$ cat src/rtl/pipe_pkg.sv
// ---------------------------------------------------------------------------
// pipe_pkg
//
// Shared definitions for the elastic pipeline-stage buffers.
//
// Contents:
//   ST_EMPTY / ST_ONE / ST_TWO : occupancy-state encoding. The encoding
//                                equals the number of held entries, so the
//                                state register doubles as o_count.
//   CTRL_W_DEFAULT / DATA_W_DEFAULT : default bundle widths.
//   <STAGE>_CTRL_W / <STAGE>_DATA_W  : bundle widths for each stage boundary.
// ---------------------------------------------------------------------------
package pipe_pkg;

    localparam logic [1:0] ST_EMPTY = 2'd0;
    localparam logic [1:0] ST_ONE   = 2'd1;
    localparam logic [1:0] ST_TWO   = 2'd2;

    localparam int CTRL_W_DEFAULT = 4;
    localparam int DATA_W_DEFAULT = 73;

    // Stage-boundary interfaces. All four currently share the default
    // layout. They are kept separate so one boundary can widen without
    // touching the others.
    localparam int IF_ID_CTRL_W  = CTRL_W_DEFAULT;
    localparam int IF_ID_DATA_W  = DATA_W_DEFAULT;
    localparam int ID_EX_CTRL_W  = CTRL_W_DEFAULT;
    localparam int ID_EX_DATA_W  = DATA_W_DEFAULT;
    localparam int EX_MEM_CTRL_W = CTRL_W_DEFAULT;
    localparam int EX_MEM_DATA_W = DATA_W_DEFAULT;
    localparam int MEM_WB_CTRL_W = CTRL_W_DEFAULT;
    localparam int MEM_WB_DATA_W = DATA_W_DEFAULT;

endpackage

$ cat src/rtl/pipe_entry.sv
// ---------------------------------------------------------------------------
// pipe_entry
//
// One register slot of a pipeline-stage buffer: a valid bit, a control
// bundle and a data bundle.
//
// Ports:
//   clk     in   rising-edge clock
//   rst     in   synchronous active-high reset; clears valid, ctrl and data
//   load    in   capture d_ctrl/d_data and mark the slot valid
//   clear   in   drop the entry: valid and ctrl go to zero, data is kept
//   d_ctrl  in   [CTRL_W] control bundle to load
//   d_data  in   [DATA_W] data bundle to load
//   valid   out  slot holds an entry
//   q_ctrl  out  [CTRL_W] held control bundle, zero whenever valid = 0
//   q_data  out  [DATA_W] held data bundle
//
// With neither load nor clear asserted, the slot holds its contents.
// clear wins over load, so a flush can never be overridden by a
// simultaneous capture.
// ---------------------------------------------------------------------------
module pipe_entry
    import pipe_pkg::*;
#(
    parameter int CTRL_W = CTRL_W_DEFAULT,
    parameter int DATA_W = DATA_W_DEFAULT
) (
    input  logic              clk,
    input  logic              rst,
    input  logic              load,
    input  logic              clear,
    input  logic [CTRL_W-1:0] d_ctrl,
    input  logic [DATA_W-1:0] d_data,
    output logic              valid,
    output logic [CTRL_W-1:0] q_ctrl,
    output logic [DATA_W-1:0] q_data
);

    // NOTE: state is written with non-blocking assignments so every
    // register samples pre-edge values, independent of block ordering.
    always_ff @(posedge clk) begin
        if (rst) begin
            valid  <= 1'b0;
            q_ctrl <= '0;
            // NOTE: the data bundle is reset here because o_data must read
            // zero after reset. A clear leaves it alone, since data is a
            // don't-care on a bubble and skipping it saves enable fan-out.
            q_data <= '0;
        end else if (clear) begin
            valid  <= 1'b0;
            q_ctrl <= '0;
        end else if (load) begin
            valid  <= 1'b1;
            q_ctrl <= d_ctrl;
            q_data <= d_data;
        end
    end

endmodule

$ cat src/rtl/pipe_stage_buf.sv
// ---------------------------------------------------------------------------
// pipe_stage_buf
//
// Elastic pipeline-stage register with a valid/ready handshake on both
// sides. It sits between fetch/decode, decode/ALU, ALU/memory and
// memory/writeback.
//
// Parameters:
//   CTRL_W  width of the control bundle (zeroed on every bubble)
//   DATA_W  width of the data bundle (left as is on a bubble)
//   SKID    1: main + skid entry, registered o_ready = !skid_valid
//           0: main entry only, o_ready combinational from i_ready
//
// Ports:
//   clk      in   rising-edge clock
//   rst      in   synchronous active-high reset. Highest priority.
//   flush    in   drop all held entries and any push this cycle
//   i_valid  in   upstream presents an entry
//   o_ready  out  an entry is accepted this cycle (0 while rst is high)
//   i_ctrl   in   [CTRL_W] upstream control bundle
//   i_data   in   [DATA_W] upstream data bundle
//   o_valid  out  head entry is valid
//   i_ready  in   downstream takes the head entry this cycle
//   o_ctrl   out  [CTRL_W] head control bundle, zero when o_valid = 0
//   o_data   out  [DATA_W] head data bundle
//   o_count  out  [2] number of held entries (0..2)
//
// Push = i_valid & o_ready and pop = o_valid & i_ready. The head is always
// the main entry. The skid entry only refills main, so arrival order is
// preserved.
// ---------------------------------------------------------------------------
module pipe_stage_buf
    import pipe_pkg::*;
#(
    parameter int CTRL_W = CTRL_W_DEFAULT,
    parameter int DATA_W = DATA_W_DEFAULT,
    parameter int SKID   = 1
) (
    input  logic              clk,
    input  logic              rst,
    input  logic              flush,
    input  logic              i_valid,
    output logic              o_ready,
    input  logic [CTRL_W-1:0] i_ctrl,
    input  logic [DATA_W-1:0] i_data,
    output logic              o_valid,
    input  logic              i_ready,
    output logic [CTRL_W-1:0] o_ctrl,
    output logic [DATA_W-1:0] o_data,
    output logic [1:0]        o_count
);

    logic [1:0]        state;
    logic [1:0]        next_state;
    logic              push;
    logic              pop;

    logic              main_load;
    logic              main_clear;
    logic              main_from_skid;
    logic              skid_load;
    logic              skid_clear;

    logic              main_valid;
    logic [CTRL_W-1:0] main_ctrl;
    logic [DATA_W-1:0] main_data;
    logic [CTRL_W-1:0] main_d_ctrl;
    logic [DATA_W-1:0] main_d_data;

    logic              skid_valid;
    logic [CTRL_W-1:0] skid_ctrl;
    logic [DATA_W-1:0] skid_data;

    // ------------------------------------------------------------------
    // Handshake
    // ------------------------------------------------------------------
    generate
        if (SKID != 0) begin : g_ready_reg
            // skid_valid is a flop, so o_ready has no combinational path
            // from i_ready. The rst term only masks the reset cycle itself.
            assign o_ready = !rst & !skid_valid;
        end else begin : g_ready_comb
            // With a single entry, the head can be replaced in the same
            // cycle it leaves, so ready has to look at i_ready.
            assign o_ready = !rst & (!main_valid | i_ready);
        end
    endgenerate

    assign push = i_valid & o_ready;
    assign pop  = main_valid & i_ready;

    // ------------------------------------------------------------------
    // Occupancy state machine
    // ------------------------------------------------------------------
    // NOTE: every signal assigned in this block gets a default first, so
    // no path through the case leaves one unassigned (no latches).
    always_comb begin
        next_state     = state;
        main_load      = 1'b0;
        main_clear     = 1'b0;
        main_from_skid = 1'b0;
        skid_load      = 1'b0;
        skid_clear     = 1'b0;

        if (flush) begin
            // Any push this cycle is dropped. A pop this cycle still left
            // downstream, so there is nothing further to undo.
            next_state = ST_EMPTY;
            main_clear = 1'b1;
            skid_clear = 1'b1;
        end else begin
            case (state)
                ST_EMPTY: begin
                    if (push) begin
                        main_load  = 1'b1;
                        next_state = ST_ONE;
                    end
                end
                ST_ONE: begin
                    if (push && pop) begin
                        main_load = 1'b1;
                    end else if (push) begin
                        // Only reachable with SKID = 1. With SKID = 0,
                        // o_ready in ONE already implies a pop.
                        skid_load  = 1'b1;
                        next_state = ST_TWO;
                    end else if (pop) begin
                        main_clear = 1'b1;
                        next_state = ST_EMPTY;
                    end
                end
                ST_TWO: begin
                    // No push can arrive here, because o_ready = 0.
                    if (pop) begin
                        main_load      = 1'b1;
                        main_from_skid = 1'b1;
                        skid_clear     = 1'b1;
                        next_state     = ST_ONE;
                    end
                end
                default: begin
                    next_state = ST_EMPTY;
                    main_clear = 1'b1;
                    skid_clear = 1'b1;
                end
            endcase
        end
    end

    always_ff @(posedge clk) begin
        if (rst) begin
            state <= ST_EMPTY;
        end else begin
            state <= next_state;
        end
    end

    // ------------------------------------------------------------------
    // Storage
    // ------------------------------------------------------------------
    assign main_d_ctrl = main_from_skid ? skid_ctrl : i_ctrl;
    assign main_d_data = main_from_skid ? skid_data : i_data;

    pipe_entry #(
        .CTRL_W (CTRL_W),
        .DATA_W (DATA_W)
    ) u_main (
        .clk    (clk),
        .rst    (rst),
        .load   (main_load),
        .clear  (main_clear),
        .d_ctrl (main_d_ctrl),
        .d_data (main_d_data),
        .valid  (main_valid),
        .q_ctrl (main_ctrl),
        .q_data (main_data)
    );

    generate
        if (SKID != 0) begin : g_skid
            pipe_entry #(
                .CTRL_W (CTRL_W),
                .DATA_W (DATA_W)
            ) u_skid (
                .clk    (clk),
                .rst    (rst),
                .load   (skid_load),
                .clear  (skid_clear),
                .d_ctrl (i_ctrl),
                .d_data (i_data),
                .valid  (skid_valid),
                .q_ctrl (skid_ctrl),
                .q_data (skid_data)
            );
        end else begin : g_no_skid
            logic unused_skid_ctl;
            assign unused_skid_ctl = skid_load | skid_clear;
            assign skid_valid      = 1'b0;
            assign skid_ctrl       = '0;
            assign skid_data       = '0;
        end
    endgenerate

    // ------------------------------------------------------------------
    // Outputs
    // ------------------------------------------------------------------
    // The state encoding equals the entry count.
    assign o_valid = main_valid;
    assign o_ctrl  = main_ctrl;
    assign o_data  = main_data;
    assign o_count = state;

endmodule

$ cat config.mk
export PLATFORM = sky130hd
export DESIGN_NAME = pipe_stage_buf
export DESIGN_NICKNAME = d
export VERILOG_FILES = /design/src/rtl/pipe_pkg.sv /design/src/rtl/pipe_entry.sv /design/src/rtl/pipe_stage_buf.sv
export SDC_FILE = /design/constraint.sdc
export NUM_CORES = 1
export LEC_CHECK = 0
export BUFFER_PORTS_ARGS = -buffer_cell sky130_fd_sc_hd__buf_2
export CORE_UTILIZATION = 35
export CTS_CLUSTER_SIZE = 40
export DETAILED_ROUTE_END_ITERATION = 12
export SLEW_MARGIN = 10
export SYNTH_ARGS = -nofsm -noshare
export SYNTH_HDL_FRONTEND = slang
export SYNTH_SLANG_ARGS = --single-unit
$ cat constraint.sdc
create_clock -name clk -period 2.7 [get_ports clk]
set_clock_uncertainty 0.2 [all_clocks]
set_input_delay 0.54 -clock clk [delete_from_list [all_inputs] [get_ports clk]]
set_output_delay 0.54 -clock clk [all_outputs]
set_load 0.005 [all_outputs]
==> run metrics <==
outcome=finished clean; post-CTS setup repair buffer count=0; largest net degree at the start of global routing=150; post-synth top area share=0.4584; DRT antenna net count=0; Yosys warning count=0; Net Sw Frac=0.2590; die width=around 140 µm; CP Launch Type=flip-flop; overflow left after global routing=0; vias in the first global route=between 5k and 6k; register share of total power=0.472; Critical R2R Launch=o_count[1]; final setup fails=0; core area=approximately 19000 µm²; Least-Margin Pin Slew=about 0.74 ns; # fillers=1931; GRT Overall Usage=0.1906; Synth Register Bits=158; most frequent cells in the layout=buf_2, dfxtp_1, nand2_1; CP Max Fanout=28; CTS max path bufs=2; total CTS buffers=17; setup_tns=0 ns; Slew HR=0.5037; Port Buffers=~160; H-tree depth=4; Starting Density=0.3628; Synth cell types=28; Hold WC Path Type=in2reg; cts hold-fix bufs=0; 1st-pass router iterations=4; clock group share of total power=0.435; worst vdd ir=0.0004274 V; Pwr Density=~610 nW/µm²; final instance area=8457 µm²; Clock Pin Slew Worst Setup and Hold Paths=roughly 0.070 ns; Root Driver=clkbuf_16; Synth area leader=dfxtp_1; max-capacitance violation count=0; Routed Wire Length=18470 µm; CP Cell Sequence=or4b_4, nor2_1, o21ai_4, buf_4, a221oi_1; required time of the critical path=about 2.8 ns; Top Ports=between 150 and 200; Routed WL per cell=around 15 µm; number of flops mapped to enable cells by yosys=0; Die Area=slightly above 20000 µm²; Initial DRC Count=roughly 240; placed cell area=7906 µm²; fin. max-slew vios=0; vias=~5.8k; detailed placement HPWL=approximately 11000 µm; first-pass GRT wire length=between 20000 and 30000 µm; commonest non-fill, non-tap cell in the layout=buf_2; Min-Delay Startpoint=i_data[61]; Worst setup EP type=flip-flop; Mapped Nets=between 800 and 900; Die Y=about 140 µm; clk_lat worst skew=approximately 0.43 ns; Final GP Congestion=around 0.75; leakage=around 3.3 nW; register area=3163 µm²; final hold violations=0; Cell Int Power=0.003828 W; CP bufs+invs=1; initial antenna violation count=1; CP max-delay cell=or4b_4; final core utilization=0.4447; # resized after CTS=0; max incr delay on CP=0.59 ns; Final Power=0.005166 W; Synth Cell Area=approximately 7000 µm²; Sink Count=158; Tcrit/Tclk final=0.8199; FP Rows=50; Crit Path Class=reg2reg; P&R area growth vs syn=22.56%; max frequency=roughly 0.45 GHz; detailed-route DRC error count=0; share of post-route cells with drive strength above 1=0.3316; combinational share of power=0.092; post-synthesis sequential area ratio=0.4584; area of the multi-input gates=3122 µm²; nets@finish=approximately 1.0k; Mean Syn Cell Area=8.691 µm²; Critical path origin=o_count[1]; Psw=between 0.001 and 0.0015 W; Post-Synthesis Cells=between 700 and 800; TritonCTS clock tree=yes; Top FF cell, synth=dfxtp_1; WP data arrival=2.34 ns; Synth async-reset ratio=0; largest cells by area after synthesis=dfxtp_1, mux2_2, nand2_1; Tmin final=about 2.2 ns; Via density=about 5; unrepaired setup endpoints after global routing=false; kind of cell adding the most delay to the critical path=simple AND/OR/NAND/NOR gates
==> worst min-delay path: cells and delay by family <==
family	cells	cell delay [ns]
simple gates	1	0.05
compound gates	1	0.05
buf+inv	1	0.10
==> power groups by stage <==
| stage | clock network [W] | registers, W | logic (W) |
|---|---|---|---|
| 2_1_floorplan | 0 | 0.00249 | 0.000273 |
| 3_3_place_gp | 0 | 0.00249 | 0.000475 |
| 3_5_place_dp | 0 | 0.00249 | 0.000480 |
| 4_1_cts | 0.00231 | 0.00244 | 0.000484 |
| 5_1_grt | 0.00242 | 0.00245 | 0.000530 |
| 6_report | 0.00225 | 0.00244 | 0.000477 |
==> layout make-up <==
class,instances,share of cell area
Sequential cell,158,0.3740
Multi-Input combinational cell,489,0.3691
Timing Repair Buffer,176,0.1178
Clock buffer,18,0.05193
Tap cell,260,0.03847
Inverter,80,0.03551
Clock inverter,14,0.01287
Antenna cell,1,0.0002959
==> sequential cells by signal, summed over array words and instances, names as in the netlist <==
name and count:
g_skid.u_skid.q_data 73, u_main.q_data 73, g_skid.u_skid.q_ctrl 4, u_main.q_ctrl 4
o_count 2, g_skid.u_skid.valid 1, u_main.valid 1
==> logic make-up (layout without fill, tap and decap cells) <==
logic type	count (synthesis)	count (layout)	synth area share
AND/OR/NAND/NOR	248	248	0.1405
multiplexers	79	79	0.1286
other	0	1	0
buffers and inverters	147	288	0.09157
AO/OA/AOI/OAI	162	162	0.1810
flip-flops	158	158	0.4584
==> cell usage after synthesis, drive strengths merged, types with 2 or more instances <==
master,count
a21oi,79
a221oi,77
buf,29
clkbuf,38
dfxtp,158
inv,80
mux2,77
mux2i,2
nand2,156
nor2,83
nor3b,2
o21ai,3
==> per-stage QoR <==
step | hold slack, ns | worst slack (ns) | instances
3_5_place_dp | 0.2439 | 0.2157 | 1163
4_1_cts | 0.1311 | 0.4738 | 1195
5_1_grt | 0.1387 | 0.3487 | 1195
3_3_place_gp | 0.2392 | 0.2742 | 1163
2_1_floorplan | 0.2338 | 0.3902 | 794
6_report | 0.1523 | 0.4864 | 1196
==> worst paths after layout <==
path	slack [ns]	endpoint	cells past startpoint
worst max-delay path	0.49	u_main.q_data[0]	5
worst min-delay path	0.15	g_skid.u_skid.q_data[61]	3
worst max register to register	0.49	u_main.q_data[0]	5
worst min register to register	0.25	g_skid.u_skid.q_data[54]	2
==> layer usage <==
layer / track usage / vias to the layer above / routed length [µm]
met4: 0.06565 / 0 / 194
li1: - / 2934 / -
met2: 0.3026 / 138 / 8338
met3: 0.05283 / 13 / 1059
met5: 0 / - / 0
met1: 0.2473 / 2760 / 8879
No activity file was read; power rests on OpenSTA's default activity.
